<file path="src/rtl/traffic_light_pkg.sv">
// Shared definitions for the traffic-light controller and its lamp monitor:
// phase encoding, one-hot lamp patterns ({red, green, yellow}) and default hold lengths.
package traffic_light_pkg;

    localparam logic [1:0] PH_SYNC   = 2'd0;
    localparam logic [1:0] PH_RED    = 2'd1;
    localparam logic [1:0] PH_GREEN  = 2'd2;
    localparam logic [1:0] PH_YELLOW = 2'd3;

    localparam logic [2:0] LAMP_RED    = 3'b100;
    localparam logic [2:0] LAMP_GREEN  = 3'b010;
    localparam logic [2:0] LAMP_YELLOW = 3'b001;

    localparam int DEF_RED_LEN    = 51;
    localparam int DEF_GREEN_LEN  = 51;
    localparam int DEF_YELLOW_LEN = 21;

    // Bit order matches the sticky flag vector {dur, order, illegal}.
    typedef struct packed {
        logic dur;
        logic order;
        logic illegal;
    } err_flags_t;

    function automatic logic lamp_one_hot(input logic [2:0] lamp);
        return (lamp == LAMP_RED) || (lamp == LAMP_GREEN) || (lamp == LAMP_YELLOW);
    endfunction

    function automatic logic [1:0] lamp_to_phase(input logic [2:0] lamp);
        logic [1:0] ph;
        case (lamp)
            LAMP_RED:    ph = PH_RED;
            LAMP_GREEN:  ph = PH_GREEN;
            LAMP_YELLOW: ph = PH_YELLOW;
            default:     ph = PH_SYNC;
        endcase
        return ph;
    endfunction

    // Lamp pattern that must follow a phase; SYNC has no legal successor.
    function automatic logic [2:0] next_lamp(input logic [1:0] ph);
        logic [2:0] lamp;
        case (ph)
            PH_RED:    lamp = LAMP_GREEN;
            PH_GREEN:  lamp = LAMP_YELLOW;
            PH_YELLOW: lamp = LAMP_RED;
            default:   lamp = 3'b000;
        endcase
        return lamp;
    endfunction

endpackage

</file>
<file path="src/rtl/traffic_light_monitor_phase_timer.sv">
// Saturating phase-duration counter with load-to-1, plus the short/long
// comparison of the running duration against len -/+ TOL.
module phase_timer #(
    parameter int CNT_W = 8,
    parameter int TOL   = 0
) (
    input  logic             clk,
    input  logic             rst,
    input  logic             clear,
    input  logic             load,
    input  logic             hold,
    input  logic [CNT_W-1:0] len,
    output logic             too_short,
    output logic             too_long
);

    localparam int CMP_W = CNT_W + 1;
    localparam logic [CNT_W-1:0] DUR_MAX = '1;

    logic [CNT_W-1:0] dur_reg;
    logic [CNT_W-1:0] dur_next;
    logic [CMP_W-1:0] len_w;
    logic [CMP_W-1:0] tol_w;
    logic [CMP_W-1:0] min_w;
    logic [CMP_W-1:0] max_w;
    logic [CMP_W-1:0] dur_w;

    always_comb begin
        dur_next = dur_reg;
        if (clear) begin
            dur_next = '0;
        end else if (load) begin
            dur_next = CNT_W'(1);
        end else if (hold && (dur_reg != DUR_MAX)) begin
            dur_next = dur_reg + 1'b1;
        end
    end

    always_ff @(posedge clk) begin
        if (rst) begin
            dur_reg <= '0;
        end else begin
            dur_reg <= dur_next;
        end
    end

    // One extra bit keeps len+TOL from wrapping; len-TOL floors at zero.
    assign len_w = {1'b0, len};
    assign tol_w = CMP_W'(TOL);
    assign dur_w = {1'b0, dur_reg};
    assign min_w = (len_w > tol_w) ? (len_w - tol_w) : '0;
    assign max_w = len_w + tol_w;

    assign too_short = (dur_w < min_w);
    assign too_long  = (dur_w == max_w);

endmodule

</file>
<file path="src/rtl/traffic_light_monitor.sv">
// Passive lamp-sequence checker: locks onto RED->GREEN->YELLOW->RED, checks hold
// times, and reports phase, lock, error pulses, sticky flags and completed cycles.
module traffic_light_monitor
    import traffic_light_pkg::*;
#(
    parameter int RED_LEN    = DEF_RED_LEN,
    parameter int GREEN_LEN  = DEF_GREEN_LEN,
    parameter int YELLOW_LEN = DEF_YELLOW_LEN,
    parameter int TOL        = 0,
    parameter int CNT_W      = 8
) (
    input  logic        clk,
    input  logic        rst,
    input  logic        red,
    input  logic        yellow,
    input  logic        green,
    input  logic        err_clr,
    output logic [1:0]  phase,
    output logic        locked,
    output logic        err_illegal,
    output logic        err_order,
    output logic        err_dur,
    output logic [2:0]  err_sticky,
    output logic [15:0] cycle_cnt
);

    localparam logic [CNT_W-1:0] RED_LEN_W    = CNT_W'(RED_LEN);
    localparam logic [CNT_W-1:0] GREEN_LEN_W  = CNT_W'(GREEN_LEN);
    localparam logic [CNT_W-1:0] YELLOW_LEN_W = CNT_W'(YELLOW_LEN);

    logic [2:0]       lamp_q_reg;
    logic [2:0]       lamp_prev_reg;
    logic [1:0]       state_reg;
    logic [1:0]       state_next;
    logic             locked_reg;
    logic [15:0]      cycle_cnt_reg;
    logic [15:0]      cycle_cnt_next;
    err_flags_t       err_hit;
    logic [2:0]       err_hit_vec;
    logic [2:0]       err_pulse_reg;
    logic [2:0]       err_sticky_reg;

    logic             lamp_changed;
    logic             lamp_is_one_hot;
    logic             legal_step;
    logic             timer_clear;
    logic             timer_load;
    logic             timer_hold;
    logic             too_short;
    logic             too_long;
    logic [CNT_W-1:0] len_sel;

    assign lamp_changed    = (lamp_q_reg != lamp_prev_reg);
    assign lamp_is_one_hot = lamp_one_hot(lamp_q_reg);
    // next_lamp() of a non-one-hot previous sample is 000, so this also
    // requires both samples to be one-hot.
    assign legal_step      = lamp_changed && lamp_is_one_hot &&
                             (next_lamp(lamp_to_phase(lamp_prev_reg)) == lamp_q_reg);

    always_comb begin
        case (state_reg)
            PH_RED:    len_sel = RED_LEN_W;
            PH_GREEN:  len_sel = GREEN_LEN_W;
            PH_YELLOW: len_sel = YELLOW_LEN_W;
            default:   len_sel = '0;
        endcase
    end

    phase_timer #(
        .CNT_W (CNT_W),
        .TOL   (TOL)
    ) u_phase_timer (
        .clk       (clk),
        .rst       (rst),
        .clear     (timer_clear),
        .load      (timer_load),
        .hold      (timer_hold),
        .len       (len_sel),
        .too_short (too_short),
        .too_long  (too_long)
    );

    // Checks are mutually exclusive and ordered, so at most one error per sample.
    always_comb begin
        state_next     = state_reg;
        cycle_cnt_next = cycle_cnt_reg;
        err_hit        = '0;
        timer_clear    = 1'b0;
        timer_load     = 1'b0;
        timer_hold     = 1'b0;

        if (state_reg == PH_SYNC) begin
            if (legal_step) begin
                state_next = lamp_to_phase(lamp_q_reg);
                timer_load = 1'b1;
            end else begin
                timer_clear = 1'b1;
            end
        end else begin
            if (!lamp_is_one_hot) begin
                err_hit.illegal = 1'b1;
            end else if (lamp_changed && (lamp_q_reg != next_lamp(state_reg))) begin
                err_hit.order = 1'b1;
            end else if (lamp_changed && too_short) begin
                err_hit.dur = 1'b1;
            end else if (!lamp_changed && too_long) begin
                err_hit.dur = 1'b1;
            end else if (lamp_changed) begin
                state_next = lamp_to_phase(lamp_q_reg);
                timer_load = 1'b1;
                if (state_reg == PH_YELLOW) begin
                    cycle_cnt_next = cycle_cnt_reg + 16'd1;
                end
            end else begin
                timer_hold = 1'b1;
            end

            if (err_hit != '0) begin
                state_next  = PH_SYNC;
                timer_clear = 1'b1;
            end
        end
    end

    always_ff @(posedge clk) begin
        if (rst) begin
            lamp_q_reg    <= 3'b000;
            lamp_prev_reg <= 3'b000;
            state_reg     <= PH_SYNC;
            locked_reg    <= 1'b0;
            cycle_cnt_reg <= '0;
            err_pulse_reg <= '0;
        end else begin
            lamp_q_reg    <= {red, green, yellow};
            lamp_prev_reg <= lamp_q_reg;
            state_reg     <= state_next;
            locked_reg    <= (state_next != PH_SYNC);
            cycle_cnt_reg <= cycle_cnt_next;
            err_pulse_reg <= err_hit_vec;
        end
    end

    assign err_hit_vec = err_hit;

    // A new error outranks a simultaneous clear.
    generate
        for (genvar gi = 0; gi < 3; gi++) begin : g_sticky
            always_ff @(posedge clk) begin
                if (rst) begin
                    err_sticky_reg[gi] <= 1'b0;
                end else if (err_hit_vec[gi]) begin
                    err_sticky_reg[gi] <= 1'b1;
                end else if (err_clr) begin
                    err_sticky_reg[gi] <= 1'b0;
                end
            end
        end
    endgenerate

    assign phase       = state_reg;
    assign locked      = locked_reg;
    assign err_dur     = err_pulse_reg[2];
    assign err_order   = err_pulse_reg[1];
    assign err_illegal = err_pulse_reg[0];
    assign err_sticky  = err_sticky_reg;
    assign cycle_cnt   = cycle_cnt_reg;

endmodule

</file>
<file path="config.mk">
export PLATFORM = sky130hd
export DESIGN_NAME = traffic_light_monitor
export DESIGN_NICKNAME = d
export VERILOG_FILES = /design/src/rtl/traffic_light_pkg.sv /design/src/rtl/traffic_light_monitor_phase_timer.sv /design/src/rtl/traffic_light_monitor.sv
export SDC_FILE = /design/constraint.sdc
export NUM_CORES = 1
export LEC_CHECK = 0
export ABC_CLOCK_PERIOD_IN_PS = 3000
export CORE_MARGIN = 2
export CORE_UTILIZATION = 40
export CTS_BUF_LIST = sky130_fd_sc_hd__clkbuf_4
export CTS_CLUSTER_DIAMETER = 80
export DETAILED_ROUTE_END_ITERATION = 6
export PLACE_DENSITY = 0.68
export SYNTH_ARGS = -nofsm -noshare
export SYNTH_HDL_FRONTEND = slang
export SYNTH_SLANG_ARGS = --single-unit
</file>
<file path="constraint.sdc">
create_clock -name clk -period 3 [get_ports clk]
set_input_delay 0.45 -clock clk [delete_from_list [all_inputs] [get_ports clk]]
set_output_delay 0.45 -clock clk [all_outputs]
set_load 0.01 [all_outputs]
</file>
# Word level (Yosys, flattened, before mapping)

Cells that the tools add are included.

Add/subtract/negate cells: 2
Order comparisons: 2
Equality and inequality tests: 17
Muxes and demuxes: 47
Bitwise logic cells: 4
Reductions and logical operators: 20

Operators with widths:

| cell                                                          | count |
|---|---|
| 2-to-1 mux 1 bit                                              | 28 |
| 2-to-1 mux 2 bit                                              | 10 |
| case mux 3 bit (3 select lines)                               | 2 |
| adder 16 x 1 -> 16 bit, second input constant                 | 1 |
| case mux 2 bit (3 select lines)                               | 2 |
| case mux 6 bit (2 select lines)                               | 1 |
| nonzero test 2 bit                                            | 5 |
| 2-to-1 mux 3 bit                                              | 3 |
| adder 8 x 1 -> 8 bit, second input constant                   | 1 |
| == test 2 bit, second input constant                          | 4 |
| == test 8 x 6 -> 1 bit                                        | 1 |
| less-than comparator 8 x 6 -> 1 bit                           | 1 |
| != test 8 bit, second input constant                          | 1 |
| AND reduction 7 bit                                           | 1 |
| == test 3 x 1 -> 1 bit, second input constant                 | 2 |
| == test 3 x 2 -> 1 bit, second input constant                 | 2 |
| == test 3 bit, second input constant                          | 2 |
| greater-than comparator 6 x 1 -> 1 bit, second input constant | 1 |
| logical AND 1 bit                                             | 6 |
| 2-to-1 mux 6 bit                                              | 1 |
| != test 3 bit                                                 | 2 |
| == test 2 x 1 -> 1 bit, second input constant                 | 2 |
| inverter 1 bit                                                | 4 |
| OR reduction 2 bit                                            | 2 |
| other kinds (6)                                               | 7 |

Register bits after elaboration: 39
Input bits: 6
Output and inout bits: 25
Logic and storage cells: 103

# Depth between registers and ports, before layout

Depth after elaboration: 15
Gate-level depth with buffers: 11
Mapped depth without buffers: 10

# Cells and area by module

From an unflattened synthesis, not the netlist that was laid out.

Cell total of the unflattened synthesis: 257
Area, all modules: 2202.1 um^2

Modules (own cells, without submodules):

| module                | times used | cells an instance | area an instance (um^2) | sequential area each (um^2) |
|---|---|---|---|---|
| traffic_light_monitor | 1          | 181               | 1591.5                  | 620.6 |
| phase_timer           | 1          | 76                | 610.6                   | 160.2 |

# Least setup slack after synthesis

OpenSTA, ideal clock, no wires.

Path kind: register to register
Start: register state_reg[0], in the netlist phase[0]
End: register cycle_cnt_reg[11], in the netlist cycle_cnt[11]
Setup time: 121 ps
Arrival time: 2687 ps
Required time: 2879 ps
Slack: 192 ps
Stages on the path, launching flop included: 10
Buffers on the path: 0
Period minus slack after synthesis: 2808 ps
Cell sequence: dfxtp_1 > inv_1 > ha_1 > inv_1 > ha_1 > a2111o_1 > nor3_1 > nor3_2 > nand4_1 > mux2_2

Word-level cells in the longest chain between the ends: 9
Elaborated cells between the ends (all ways): 22
Those cells by class: order compare (2); eq/ne (5); mux (5); bitwise (4); reduce/logical (6)

RTL lines:

| what                                                    | RTL line                                             | text |
|---|---|---|
| start, declared                                         | traffic_light_monitor.sv:33                          | `logic [1:0] state_reg;` |
| start signal, assigned                                  | traffic_light_monitor.sv:136                         | `state_reg <= state_next;` |
| == test 2 bit or == test 2 x 1 -> 1 bit (tied branches) | traffic_light_pkg.sv:43, traffic_light_monitor.sv:61 |  |
| OR reduction 2 bit (no source line)                     | --                                                   |  |
| case mux 6 bit (2 select lines)                         | traffic_light_monitor.sv:61                          | `case (state_reg)` |
| greater-than comparator 6 x 1 -> 1 bit                  | traffic_light_monitor_phase_timer.sv:51              | `assign min_w = (len_w > tol_w) ? (len_w - tol_w) : '0;` |
| 2-to-1 mux 6 bit                                        | traffic_light_monitor_phase_timer.sv:51              |  |
| less-than comparator 8 x 6 -> 1 bit                     | traffic_light_monitor_phase_timer.sv:54              | `assign too_short = (dur_w < min_w);` |
| logical AND 1 bit                                       | traffic_light_monitor.sv:104                         | `end else if (lamp_changed && too_short) begin` |
| inverter 1 bit (no source line)                         | --                                                   |  |
| AND reduction 7 bit (no source line) (*)                | --                                                   |  |
| end signal, assigned                                    | traffic_light_monitor.sv:138                         | `cycle_cnt_reg <= cycle_cnt_next;` |
| end, declared                                           | traffic_light_monitor.sv:36                          | `logic [15:0] cycle_cnt_reg;` |

Mark *: on every way between the ends. The rest lies on a longest branch, timed or not. The select of a mux whose other input is x is not followed.
A chain may end at the register's enable or synchronous reset.

# Final worst setup path

Start: register state_reg[1], in the netlist phase[1]
End: register cycle_cnt_reg[7], in the netlist cycle_cnt[7]

Same word-level chain as after synthesis.

==> flow_summary.toml <==
[clock_tree]
cts-buffers-inserted = 5
cts_buffer_depth = 2
htreeDepth = 2
insertion_delay_ns = 0.34
clock-sinks = 39
cts-root-buf = "clkbuf_4"
clkTransAtPathRegs_ns = 0.11
cts_tree = "done"

[route]
dr.pass1.iters = 4
vias_per_cell = 5.214
route.detailed.drc = 0
antenna_left = 0
vias = 1830
dr.first_iter.drc_count = 132
wl_per_cell_um = 12.77
wl_um = 4484

[logic_synthesis]
synth_ff_type = "dfxtp_1"
synth_seq_area_share_pct = 35.84
syn_avg_cell_area_um2 = 8.855
synth.distinct_cells = 50
synth_warnings = 0
ys_seq_elements = 39
async_flop_share_pct = 0
synth_edf_count = 0
syn-cell-area_um2 = 2178
netlist_instances = 246
synth_nets = 264

[sta]
min_period_ns = 2.718
worst_slew_margin_rel_pct = 56.77
finalHoldViolCount = 0
rsz0062_at_grt = "false"
tns_ns = 0
drv_slew = 0
finalSetupViolCount = 0
fin_ws_ns = 0.2822
fmax_mhz = 367.9
finClkSkew_ns = 0.005904
worst-slew-pin-transition_ns = 0.6429
period_share_pct = 90.59

[cells_and_area]
largest_register_ffs = 16
diodes = 0
syn_to_final_growth_pct = 20.28
fillers = 473
final_nets = 300
fin_util_pct = 50.65
regArea_um2 = 780.7
multi_input_area_um2 = 1301
drive_above_1_share_pct = 9.964

[floorplanning]
fp-row-count = 26
start_util_pct = 42.11
dieHeight_um = 77.80
die_x_um = 77.80
fp.dieArea_um2 = 6052
fp.coreArea_um2 = 5172
io_pins = 31

[placed_design]
place.gp.congestion = 0.8076
dpl.hpwl_um = 3265
dp_slack_ns = 0.2867
portBuffers = 30

[grt]
overflow = 0
grt_pass1_wl_um = 7797
grt_pass1_vias = 1677
antenna_found_initial = 0
grt_max_degree = 34
grt_use_total_pct = 16.04

[critical_path]
cp-end-kind = "register"
path_max_fanout = 6
cp-start-kind = "register"
required_ns = 3.28
crit_family = "simple AND/OR/NAND/NOR gates"
cp_slowest_cell = "or4b_1"
critical_path.cell_chain = "inv_1, ha_1, inv_1, ha_1, nand4bb_1, a21oi_1, nor3_1, or3_4, or4b_1, a21oi_1"
arrival_ns = 3.00
criticalPathCategory = "register to register"
critPathMaxStageDelay_ns = 0.51
crit_buf_inv = 2

[power]
p_per_area_nw_per_um2 = 333.2
vdd_ir_drop_max_uv = 176.6
p_leak_nw = 1.003

[hold_path]
hold_path_class = "register to register"

[job]
maxCapViolCount = 0

[run_status]
status = "finished clean"
-- logic make-up after synthesis --
family / after synthesis / synth area share, %
AND/OR/NAND/NOR: 107 / 29.18
AO/OA/AOI/OAI: 38 / 11.26
multiplexers: 9 / 4.365
flip-flops: 39 / 35.84
buffers and inverters: 21 / 4.423
XOR/XNOR: 20 / 8.041
adder cells (fa/ha/maj): 12 / 6.892
-- layout by cell type, fill, tap and decap left out, types with 5 or more instances in the layout --
cell type / instances
a21o_1: 8
a21oi_1: 10
and3_1: 9
buf_4: 8
clkbuf_4: 5
clkdlybuf4s50_1: 30
dfxtp_1: 39
ha_1: 12
inv_1: 12
mux2i_1: 5
nand2_1: 10
nand3_1: 10
nand4_1: 7
nor2_1: 24
nor2b_1: 10
nor3_1: 6
o21ai_0: 7
xnor2_1: 11
xor2_1: 9
-- final timing paths --
| check | from | to | slack, ns | depth (start not counted) |
|---|---|---|---|---|
| max | phase[1]$_SDFF_PP0_ | cycle_cnt[7]$_SDFFE_PP0P_ | 0.28 | 10 |
| min | err_sticky[2]$_SDFFE_PP0P_ | err_sticky[2]$_SDFFE_PP0P_ | 0.47 | 1 |
| max reg2reg | phase[1]$_SDFF_PP0_ | cycle_cnt[7]$_SDFFE_PP0P_ | 0.28 | 10 |
| min reg2reg | err_sticky[2]$_SDFFE_PP0P_ | err_sticky[2]$_SDFFE_PP0P_ | 0.47 | 1 |
-- per-stage QoR --
step           power, mW  instance area (um2)  hold WS, ns  instances
2_1_floorplan     0.6077                 2178       0.4974        246
3_3_place_gp      0.6326                 2567       0.4375        344
3_5_place_dp      0.6332                 2567       0.4469        344
4_1_cts           0.8836                 2613       0.4744        350
5_1_grt           0.9251                 2620       0.4990        351
6_report          0.8730                 2620       0.4657        351
-- power by group --
group	leakage (nW)	switching, mW	internal [mW]
Sequential	0.315	0.0124	0.523
Clock	0.0232	0.167	0.0826
Combinational	0.665	0.0479	0.0400
Total	1.00	0.228	0.645
-- timing repair --
item                                    4_1_cts  5_1_grt
hold buffers                                  0        0
endpoints found under the setup margin        0        6
resized for setup                             0        0
buffers inserted                              0        1
-- per-layer routing --
| metal | routed length, um | track usage, % | vias up |
|---|---|---|---|
| met5 | 0 | 0 | - |
| met4 | 76 | 5.893 | 0 |
| met3 | 174 | 3.953 | 6 |
| met2 | 1996 | 24.48 | 29 |
| met1 | 2237 | 21.85 | 853 |
| li1 | - | - | 942 |
-- cells in the mapped netlist, types with 2 or more instances --
library cell / instances / area, um2
xor2_1: 9 / 78.83
a21oi_1: 10 / 50.05
ha_1: 12 / 150.1
clkbuf_1: 3 / 11.26
buf_6: 2 / 22.52
nand3_1: 10 / 50.05
or2_2: 3 / 18.77
nor4_1: 3 / 18.77
buf_1: 2 / 7.510
mux2i_1: 5 / 50.05
buf_2: 2 / 10.01
nor3b_1: 2 / 15.01
nand2b_1: 2 / 12.51
or3_1: 3 / 18.77
nor2b_1: 10 / 62.56
nor4_2: 2 / 25.02
inv_1: 12 / 45.04
mux2_2: 4 / 45.04
nor3_1: 6 / 30.03
a211oi_1: 3 / 22.52
nor4bb_1: 2 / 20.02
and3_1: 9 / 56.30
xnor2_1: 11 / 96.34
nand4_1: 7 / 43.79
a21o_1: 8 / 60.06
o21a_1: 2 / 15.01
nand2_1: 10 / 37.54
o21ai_0: 7 / 35.03
and4_1: 3 / 26.28
dfxtp_1: 39 / 780.8
nor2_1: 24 / 90.09
-- area by class of cell --
type	count	area share [%]
repair buffers	38	13.75
multi-input cells	186	49.67
inverters	12	1.719
well taps	70	3.343
flip-flops and latches	39	29.80
clock buffers	5	1.433
clock inverters	1	0.2865
(Power assumes the default switching activity.)
